**src/rtl/vrf_read_arbiter.sv**
```systemverilog
// Round-robin arbiter sharing the single VRF read-request port among NUM_REQ requesters,
// with a registered issue stage and operand-buffer credit tracking.
`timescale 1ns/1ps
module vrf_read_arbiter #(
    parameter int unsigned NUM_REQ = 4,
    parameter int unsigned REQ_W   = 2,
    parameter int unsigned VSEL_W  = 5,
    parameter int unsigned MAX_OUT = 4,
    parameter int unsigned CNT_W   = 3
) (
    input  logic                      CLK,
    input  logic                      RST,
    input  logic [NUM_REQ-1:0]        req_valid,
    input  logic [NUM_REQ*VSEL_W-1:0] req_vs1,
    input  logic [NUM_REQ*VSEL_W-1:0] req_vs2,
    output logic [NUM_REQ-1:0]        req_ready,
    input  logic                      vrf_ready,
    output logic                      vrf_rd_valid,
    output logic [VSEL_W-1:0]         vrf_vs1,
    output logic [VSEL_W-1:0]         vrf_vs2,
    output logic [REQ_W-1:0]          vrf_rd_tag,
    input  logic                      opbuff_pop,
    output logic [CNT_W-1:0]          credits,
    output logic                      busy,
    output logic                      err_underflow
);

    typedef enum logic [1:0] {
        IDLE  = 2'd0,
        ISSUE = 2'd1,
        FULL  = 2'd2
    } state_t;

    localparam logic [CNT_W-1:0] MAX_CNT = CNT_W'(MAX_OUT);

    state_t             state, state_next;
    logic [REQ_W-1:0]   rr_ptr;
    logic [REQ_W-1:0]   win;
    logic [REQ_W-1:0]   scan_idx;
    logic               win_found;
    logic [CNT_W-1:0]   cnt, cnt_next;
    logic               pop_ok;
    logic               credit_ok;
    logic               slot_free;
    logic               accept;

    // Round-robin scan starting at rr_ptr; first valid requester wins.
    always_comb begin
        win       = '0;
        win_found = 1'b0;
        scan_idx  = '0;
        for (int unsigned k = 0; k < NUM_REQ; k++) begin
            scan_idx = REQ_W'((32'(rr_ptr) + k) % NUM_REQ);
            if (!win_found && req_valid[scan_idx]) begin
                win       = scan_idx;
                win_found = 1'b1;
            end
        end
    end

    assign pop_ok    = opbuff_pop && (cnt != '0);
    assign credit_ok = (cnt < MAX_CNT) || pop_ok;
    assign slot_free = (state == IDLE) || ((state == ISSUE) && vrf_ready);
    assign accept    = !RST && slot_free && credit_ok && win_found && (state != FULL);

    always_comb begin
        req_ready = '0;
        if (accept) begin
            req_ready[win] = 1'b1;
        end
    end

    always_comb begin
        cnt_next = cnt;
        if (accept && !pop_ok) begin
            cnt_next = cnt + 1'b1;
        end else if (!accept && pop_ok) begin
            cnt_next = cnt - 1'b1;
        end
    end

    always_comb begin
        state_next = state;
        unique case (state)
            IDLE: begin
                if (accept) begin
                    state_next = ISSUE;
                end else if (!(|req_valid) && (cnt == MAX_CNT) && !opbuff_pop) begin
                    state_next = FULL;
                end
            end
            ISSUE: begin
                if (vrf_ready) begin
                    if (accept) begin
                        state_next = ISSUE;
                    end else begin
                        state_next = (cnt_next == MAX_CNT) ? FULL : IDLE;
                    end
                end
            end
            FULL: begin
                if (opbuff_pop) begin
                    state_next = IDLE;
                end
            end
            default: state_next = IDLE;
        endcase
    end

    always_ff @(posedge CLK or posedge RST) begin
        if (RST) begin
            state         <= IDLE;
            cnt           <= '0;
            err_underflow <= 1'b0;
        end else begin
            state <= state_next;
            cnt   <= cnt_next;
            if (opbuff_pop && (cnt == '0)) begin
                err_underflow <= 1'b1;
            end
        end
    end

    // Issue register: payload and tag only move on accept, so they stay stable under backpressure.
    always_ff @(posedge CLK or posedge RST) begin
        if (RST) begin
            rr_ptr       <= '0;
            vrf_rd_valid <= 1'b0;
            vrf_vs1      <= '0;
            vrf_vs2      <= '0;
            vrf_rd_tag   <= '0;
        end else if (accept) begin
            rr_ptr       <= REQ_W'((32'(win) + 1) % NUM_REQ);
            vrf_rd_valid <= 1'b1;
            vrf_vs1      <= req_vs1[win*VSEL_W +: VSEL_W];
            vrf_vs2      <= req_vs2[win*VSEL_W +: VSEL_W];
            vrf_rd_tag   <= win;
        end else if ((state == ISSUE) && vrf_ready) begin
            vrf_rd_valid <= 1'b0;
        end
    end

    assign credits = MAX_CNT - cnt;
    assign busy    = (state != IDLE);

endmodule

```
**config.mk**
```make
export PLATFORM = sky130hd
export DESIGN_NAME = vrf_read_arbiter
export DESIGN_NICKNAME = d
export VERILOG_FILES = /design/src/rtl/vrf_read_arbiter.sv
export SDC_FILE = /design/constraint.sdc
export NUM_CORES = 1
export LEC_CHECK = 0
export CAP_MARGIN = 20
export CORE_MARGIN = 3
export CORE_UTILIZATION = 30
export CTS_BUF_LIST = sky130_fd_sc_hd__clkbuf_16
export CTS_CLUSTER_SIZE = 8
export DETAILED_ROUTE_END_ITERATION = 8
export DONT_BUFFER_PORTS = 1
export GPL_ROUTABILITY_DRIVEN = 0
export PLACE_DENSITY = 0.55
export REMOVE_ABC_BUFFERS = 1
export SYNTH_ARGS = -nofsm -noshare
export SYNTH_HDL_FRONTEND = slang
export SYNTH_SLANG_ARGS = --single-unit
```
**constraint.sdc**
```tcl
create_clock -name CLK -period 2.4 [get_ports CLK]
set_clock_uncertainty 0.1 [all_clocks]
set_input_delay 0.24 -clock CLK [delete_from_list [all_inputs] [get_ports CLK]]
set_output_delay 0.24 -clock CLK [all_outputs]
set_load 0.02 [all_outputs]
```
==> run summary, run 1 <==
DR iter-0 viols -> 20
Synth Instances -> 164
clock root cell -> clkbuf_16
GR Util met3 -> 6.148%
Mean Syn Cell Area -> 9.476 sq um
Nets -> 233
leakage -> 0.0007730 uW
Final Setup Violations -> 0
Slew HR -> 44.87%
vias in the first global route -> 1423
worst vdd ir -> 0.4722 mV
initial antenna violation count -> 0
Yosys reg bits -> 21
port bufs -> 0
Pre-antenna DRT Iters -> 4
largest net degree at the start of global routing -> 22
most frequent cell after synthesis -> dfrtp_1
Yosys Warn Count -> 0
Die W -> 77.97 um
clock sink total -> 21
FFs w/ async S/R, synth -> 100.0%
Req. time, crit path -> 2.06 ns
global-route wire length before repair -> 7.203 mm
CTS tree -> yes
Total Wirelength -> 4.300 mm
Post-synth EDFFs -> 0
Crit Path Max Fanout -> 6
DIE AREA -> 0.006079 sq mm
Critical Path Sink Type -> output port
Tightest Hold Check Type -> in2reg
Max-Cap Viols -> 0
PnR worst setup slack -> 0.1007 ns
via count -> 1340
drt wl/cell -> 17.77 um
sequential share of the synthesized area -> 33.82%
ANT nets after route -> 0
area grow syn2layout -> 16.43%
post-synthesis adder-cell area fraction -> 7.246%
largest family of logic cells by synthesized area -> compound AO/OA/AOI/OAI gates
Synth top cells by count -> 21 x dfrtp_1, 15 x o21ai_0, 14 x a21oi_1
PwrDens -> 1352 mW/mm^2
IO Count -> 70
Tightest Pin Transition -> 0.8261 ns
Setup WS pre-CTS -> 0.1149 ns
vias per cell -> 5.537
reg2reg setup slack -> 0.17 ns
FMAX -> 434.9 MHz
Design Power -> 2447 uW
post-DP HPWL -> 3.274 mm
mux cell area share after synthesis -> 8.535%
Synth top area share -> 33.82%
Mapped Area -> 0.001554 sq mm
fin util -> 37.32%
synth top area cells -> dfrtp_1 34%, ha_1 7.2%, a221o_1 6.4%, o21ai_0 4.8%, a21oi_1 4.5%
Tcrit/Tclk final -> 95.81%
met2 GRT Util -> 25.00%
Die H -> 77.97 um
Netlist cell types -> 44
total track usage -> 14.77%
Cell Rows -> 25
Reg clk slew, reported paths -> 0.07 ns
CTS H-tree depth -> 1
maximum clock insertion buffer count -> 2
share of cells above drive strength 1 -> 24.00%
met1 Use GR -> 17.01%
Post-route DRC -> 0
Final min period -> 2.299 ns
Num CTS Buffers -> 3
initial core utilization -> 32.05%
CP Class -> reg2out
WP data arrival -> 1.96 ns
outcome -> finished, final reports clean
Simple-Gate Fraction of Synth Area -> 17.15%
Top Usage Layer GRT -> met2
Critical Path Source Type -> flop
Hold Vio Cnt, Final -> 0
ANT cells -> 0
compound-gate portion of the synthesized area -> 25.44%
setup TNS -> 0 ns
unrepaired setup endpoints after global routing -> no
Slew Viols, Final -> 0
worst skew pair latency -> 0.26 ns
ys flop type -> dfrtp_1
area leader, netlist -> dfrtp_1
global route overflow -> 0
xor and xnor fraction of the mapped netlist area -> 1.691%
Core ar. -> 0.004848 sq mm
-- critical path: stages (launching register included) --
cell     delay (ns)
dfrtp_2        0.45
and2_1         0.20
and2_1         0.18
or3_4          0.40
inv_1          0.09
ha_1           0.13
and3_2         0.24
-- registers in the layout, indices dropped and copies added, names as in the netlist --
| register | count |
|---|---|
| vrf_vs1 | 5 |
| vrf_vs2 | 5 |
| cnt | 3 |
| rr_ptr | 2 |
| state | 2 |
| vrf_rd_tag | 2 |
| err_underflow | 1 |
| vrf_rd_valid | 1 |
-- metrics by stage --
stage,cells,cell area [sq um],hold slack (ns)
after global routing,242,1809,0.1161
final,242,1809,0.08846
after global placement,233,1655,0.2246
after CTS,239,1759,0.08734
after detailed placement,233,1655,0.2483
after floorplan,156,1496,0.1165
-- timing repair --
item	4_1_cts	5_1_grt
setup endpoints to repair	1	17
buffers inserted	0	3
resized for setup	1	9
hold buffers	2	0
gates cloned	0	0
hold endpoints to repair	22	0
-- where the power goes --
part / switching, uW / leakage, uW / internal [uW]
Sequential: 289 / 0.000253 / 523
Combinational: 706 / 0.000483 / 563
Clock: 140 / 0.0000371 / 226
Total: 1130 / 0.000773 / 1310
-- placed cells by master (no fill, tap or decap), drive strengths merged, types with 9 or more instances in the layout --
cell type / instances
o21ai: 16
mux2: 10
a21oi: 14
ha: 9
dfrtp: 21
buf: 13
inv: 10
nand3: 12
a221o: 10
-- per-layer routing --
layer,vias up,wire [um]
met4,0,36
met1,631,1655
met2,75,2099
met5,-,0
li1,630,-
met3,4,508
-- layout make-up --
| cell class | instances | area, sq um |
|---|---|---|
| Multi-Input combinational cell | 125 | 957.2 |
| Tap cell | 67 | 83.83 |
| Fill cell | 502 | 3039 |
| Sequential cell | 21 | 526.8 |
| Clock buffer | 3 | 75.07 |
| Timing Repair Buffer | 15 | 121.4 |
| Inverter | 10 | 37.54 |
| Clock inverter | 1 | 7.507 |
-- final timing paths --
kind	from	end	cells after the start
min reg2reg	rr_ptr[1]$_DFFE_PP0P_	rr_ptr[1]$_DFFE_PP0P_	2
min	vrf_ready	vrf_rd_valid$_DFFE_PP0P_	3
min in group asynchronous	RST	vrf_vs2[1]$_DFFE_PP0P_	2
max in group asynchronous	RST	rr_ptr[1]$_DFFE_PP0P_	2
max	rr_ptr[1]$_DFFE_PP0P_	req_ready[3]	6
max reg2reg	cnt[1]$_DFF_PP0_	state[1]$_DFFE_PP0P_	8
-- logic make-up after synthesis --
logic type	count (synthesis)
AOI/OAI and AO/OA	55
adders and majority gates	9
xor gates and xnor gates	3
DFF	21
muxes	12
and+or+nand+nor	46
buffers and inverters	18
Note: power is estimated with default switching activity, not from simulation.
==> run 2, diff against run 1 <==
--- a/config.mk
+++ b/config.mk
@@ -6,6 +6,7 @@
 export NUM_CORES = 1
 export LEC_CHECK = 0
 export CAP_MARGIN = 20
+export CORE_ASPECT_RATIO = 1.25
 export CORE_MARGIN = 3
 export CORE_UTILIZATION = 30
 export CTS_BUF_LIST = sky130_fd_sc_hd__clkbuf_16
==> run 2 against run 1 <==
Global-route usage down 0.52 points. Die area about the same. Sequential power about the same. Register-to-register slack worse by 0.06 ns. Sequential share of layout area up 0.83 points. Final area down 2.8%. Flip-flop and latch count unchanged.
==> run summary, run 2 (synthesis gave the netlist of run 1 again) <==
cell breakdown of the critical path -> and2_1, and2_1, or3_4, inv_1, ha_1, and3_2
Crit Path Max Fanout -> 6
area grow syn2layout -> 13.20%
Cell Rows -> 28
Psw -> 1129 uW
Most common cell on crit path -> and2_1
Die H -> 86.47 um
initial antenna violation count -> 0
commonest non-fill, non-tap cells in the layout -> 20 x dfrtp_1, 15 x o21ai_0, 14 x a21oi_1, 12 x nand3_1, 10 x a221o_1
total track usage -> 14.25%
CP peak stage delay -> 0.44 ns
Slew HR -> 44.44%
Worst path slowest cell -> dfrtp_2
sequential power share -> 33.7%
CP startpoint -> rr_ptr[1]$_DFFE_PP0P_
Hold EP -> err_underflow$_DFFE_PP0P_
Max-Cap Viols -> 0
post-DP HPWL -> 3.299 mm
Slew Viols, Final -> 0
R2R cell count -> 7
vias per cell -> 5.762
CP Class -> reg2out
Nets -> 229
PnR worst setup slack -> 0.07086 ns
outcome -> finished, final reports clean
Hold Vio Cnt, Final -> 0
port bufs -> 0
share of cells above drive strength 1 -> 21.64%
Critical Path Sink Type -> output port
maximum clock insertion buffer count -> 2
Post-Layout Cell Count -> 231
Tightest Pin Transition -> 0.8325 ns
Reg-to-Reg End -> vrf_vs2[3]$_DFFE_PP0P_
ANT cells -> 0
Total Wirelength -> 4.299 mm
Req. time, crit path -> 2.06 ns
hold_ws -> 0.01154 ns
DIE AREA -> 0.006085 sq mm
fin util -> 36.13%
Tcrit/Tclk final -> 97.05%
DR iter-0 viols -> 38
CTS H-tree depth -> 1
global route overflow -> 0
CTS tree -> yes
PwrDens -> 1369 mW/mm^2
Critical Path Source Type -> flop
Pint -> 1279 uW
placed insts -> 225
via count -> 1331
Clk network pwr share -> 14.8%
clock root cell -> clkbuf_16
vias in the first global route -> 1429
WP data arrival -> 1.99 ns
Num CTS Buffers -> 3
Setup WS pre-CTS -> 0.1229 ns
setup TNS -> 0 ns
reg2reg setup slack -> 0.11 ns
hold path cells -> 1
drt wl/cell -> 18.61 um
global-route wire length before repair -> 6.920 mm
Reg clk slew, reported paths -> 0.06 ns
clock sink total -> 21
top flop regs -> vrf_vs1 x5, vrf_vs2 x5, cnt x3
min-delay src -> opbuff_pop
RR Startpoint -> rr_ptr[1]$_DFFE_PP0P_
FMAX -> 429.3 MHz
worst vdd ir -> 0.3908 mV
Tightest Hold Check Type -> in2reg
worst skew pair latency -> 0.25 ns
Pre-antenna DRT Iters -> 4
Comb pwr share -> 51.5%
IO Count -> 70
largest net degree at the start of global routing -> 22
Post-route DRC -> 0
Die W -> 70.38 um
commonest non-fill, non-tap cell in the layout -> dfrtp_1
initial core utilization -> 31.91%
leakage -> 0.0007506 uW
Final min period -> 2.329 ns
switch share -> 46.89%
Core ar. -> 0.004870 sq mm
Final Setup Violations -> 0
ANT nets after route -> 0
## run 2: cell types whose count changed in the layout (fill, tap and decap cells not counted), sizes merged
cell / before / now
buf: 13 / 10
clkinv: 0 / 1
clkinvlp: 1 / 0
dlygate4sd3: 2 / 1
## run 2: final cells by class
type / count / area [sq um]
Inverter: 10 / 37.54
Clock buffer: 3 / 75.07
Fill cell: 490 / 3110
Clock inverter: 1 / 5.005
Tap cell: 60 / 75.07
Timing Repair Buffer: 11 / 88.84
Multi-Input combinational cell: 125 / 950.9
Sequential cell: 21 / 526.8
## run 2: how the worst max path moves through the flow
stage	to	slack, ns
2_1_floorplan	vrf_vs1[0]$_DFFE_PP0P_	-0.12
3_3_place_gp	state[1]$_DFFE_PP0P_	0.18
3_5_place_dp	state[1]$_DFFE_PP0P_	0.12
4_1_cts	req_ready[3]	0.01
5_1_grt	state[1]$_DFFE_PP0P_	-0.001
6_report	req_ready[3]	0.07
## run 2: worst max-delay path, delay by kind of cell (launching register included)
kind / cells / cell delay [ns]
simple gates: 4 / 1.06
fa+ha+maj: 1 / 0.14
flops: 1 / 0.44
buf+inv: 1 / 0.09
## run 2: power groups by stage
stage                     Clock (uW)  Combinational [uW]  Sequential, uW
after floorplan                    0                 888             784
after global placement             0                1150             819
after detailed placement           0                1210             814
after CTS                        364                1230             813
after global routing             382                1380             838
final                            356                1240             812
## run 2: metrics by stage
stage                     power, uW  cell area (sq um)
final                          2407               1759
after global routing           2599               1759
after CTS                      2406               1743
after detailed placement       2022               1639
after global placement         1969               1639
after floorplan                1672               1496
## run 2: layer usage
metal	GRT usage, %	vias to the layer above	share of wire, %	wire, um
met5	0	-	0	0
li1	-	625	-	-
met4	4.181	0	0.88	38
met2	24.02	65	47	2041
met1	17.32	637	42	1805
met3	4.640	4	9.6	413
## run 2: repair_timing
item | 4_1_cts | 5_1_grt
resized for setup | 4 | 5
hold buffers | 1 | 0
endpoints found under the hold margin | 21 | 0
setup buffers | 1 | 0
endpoints found under the setup margin | 4 | 16
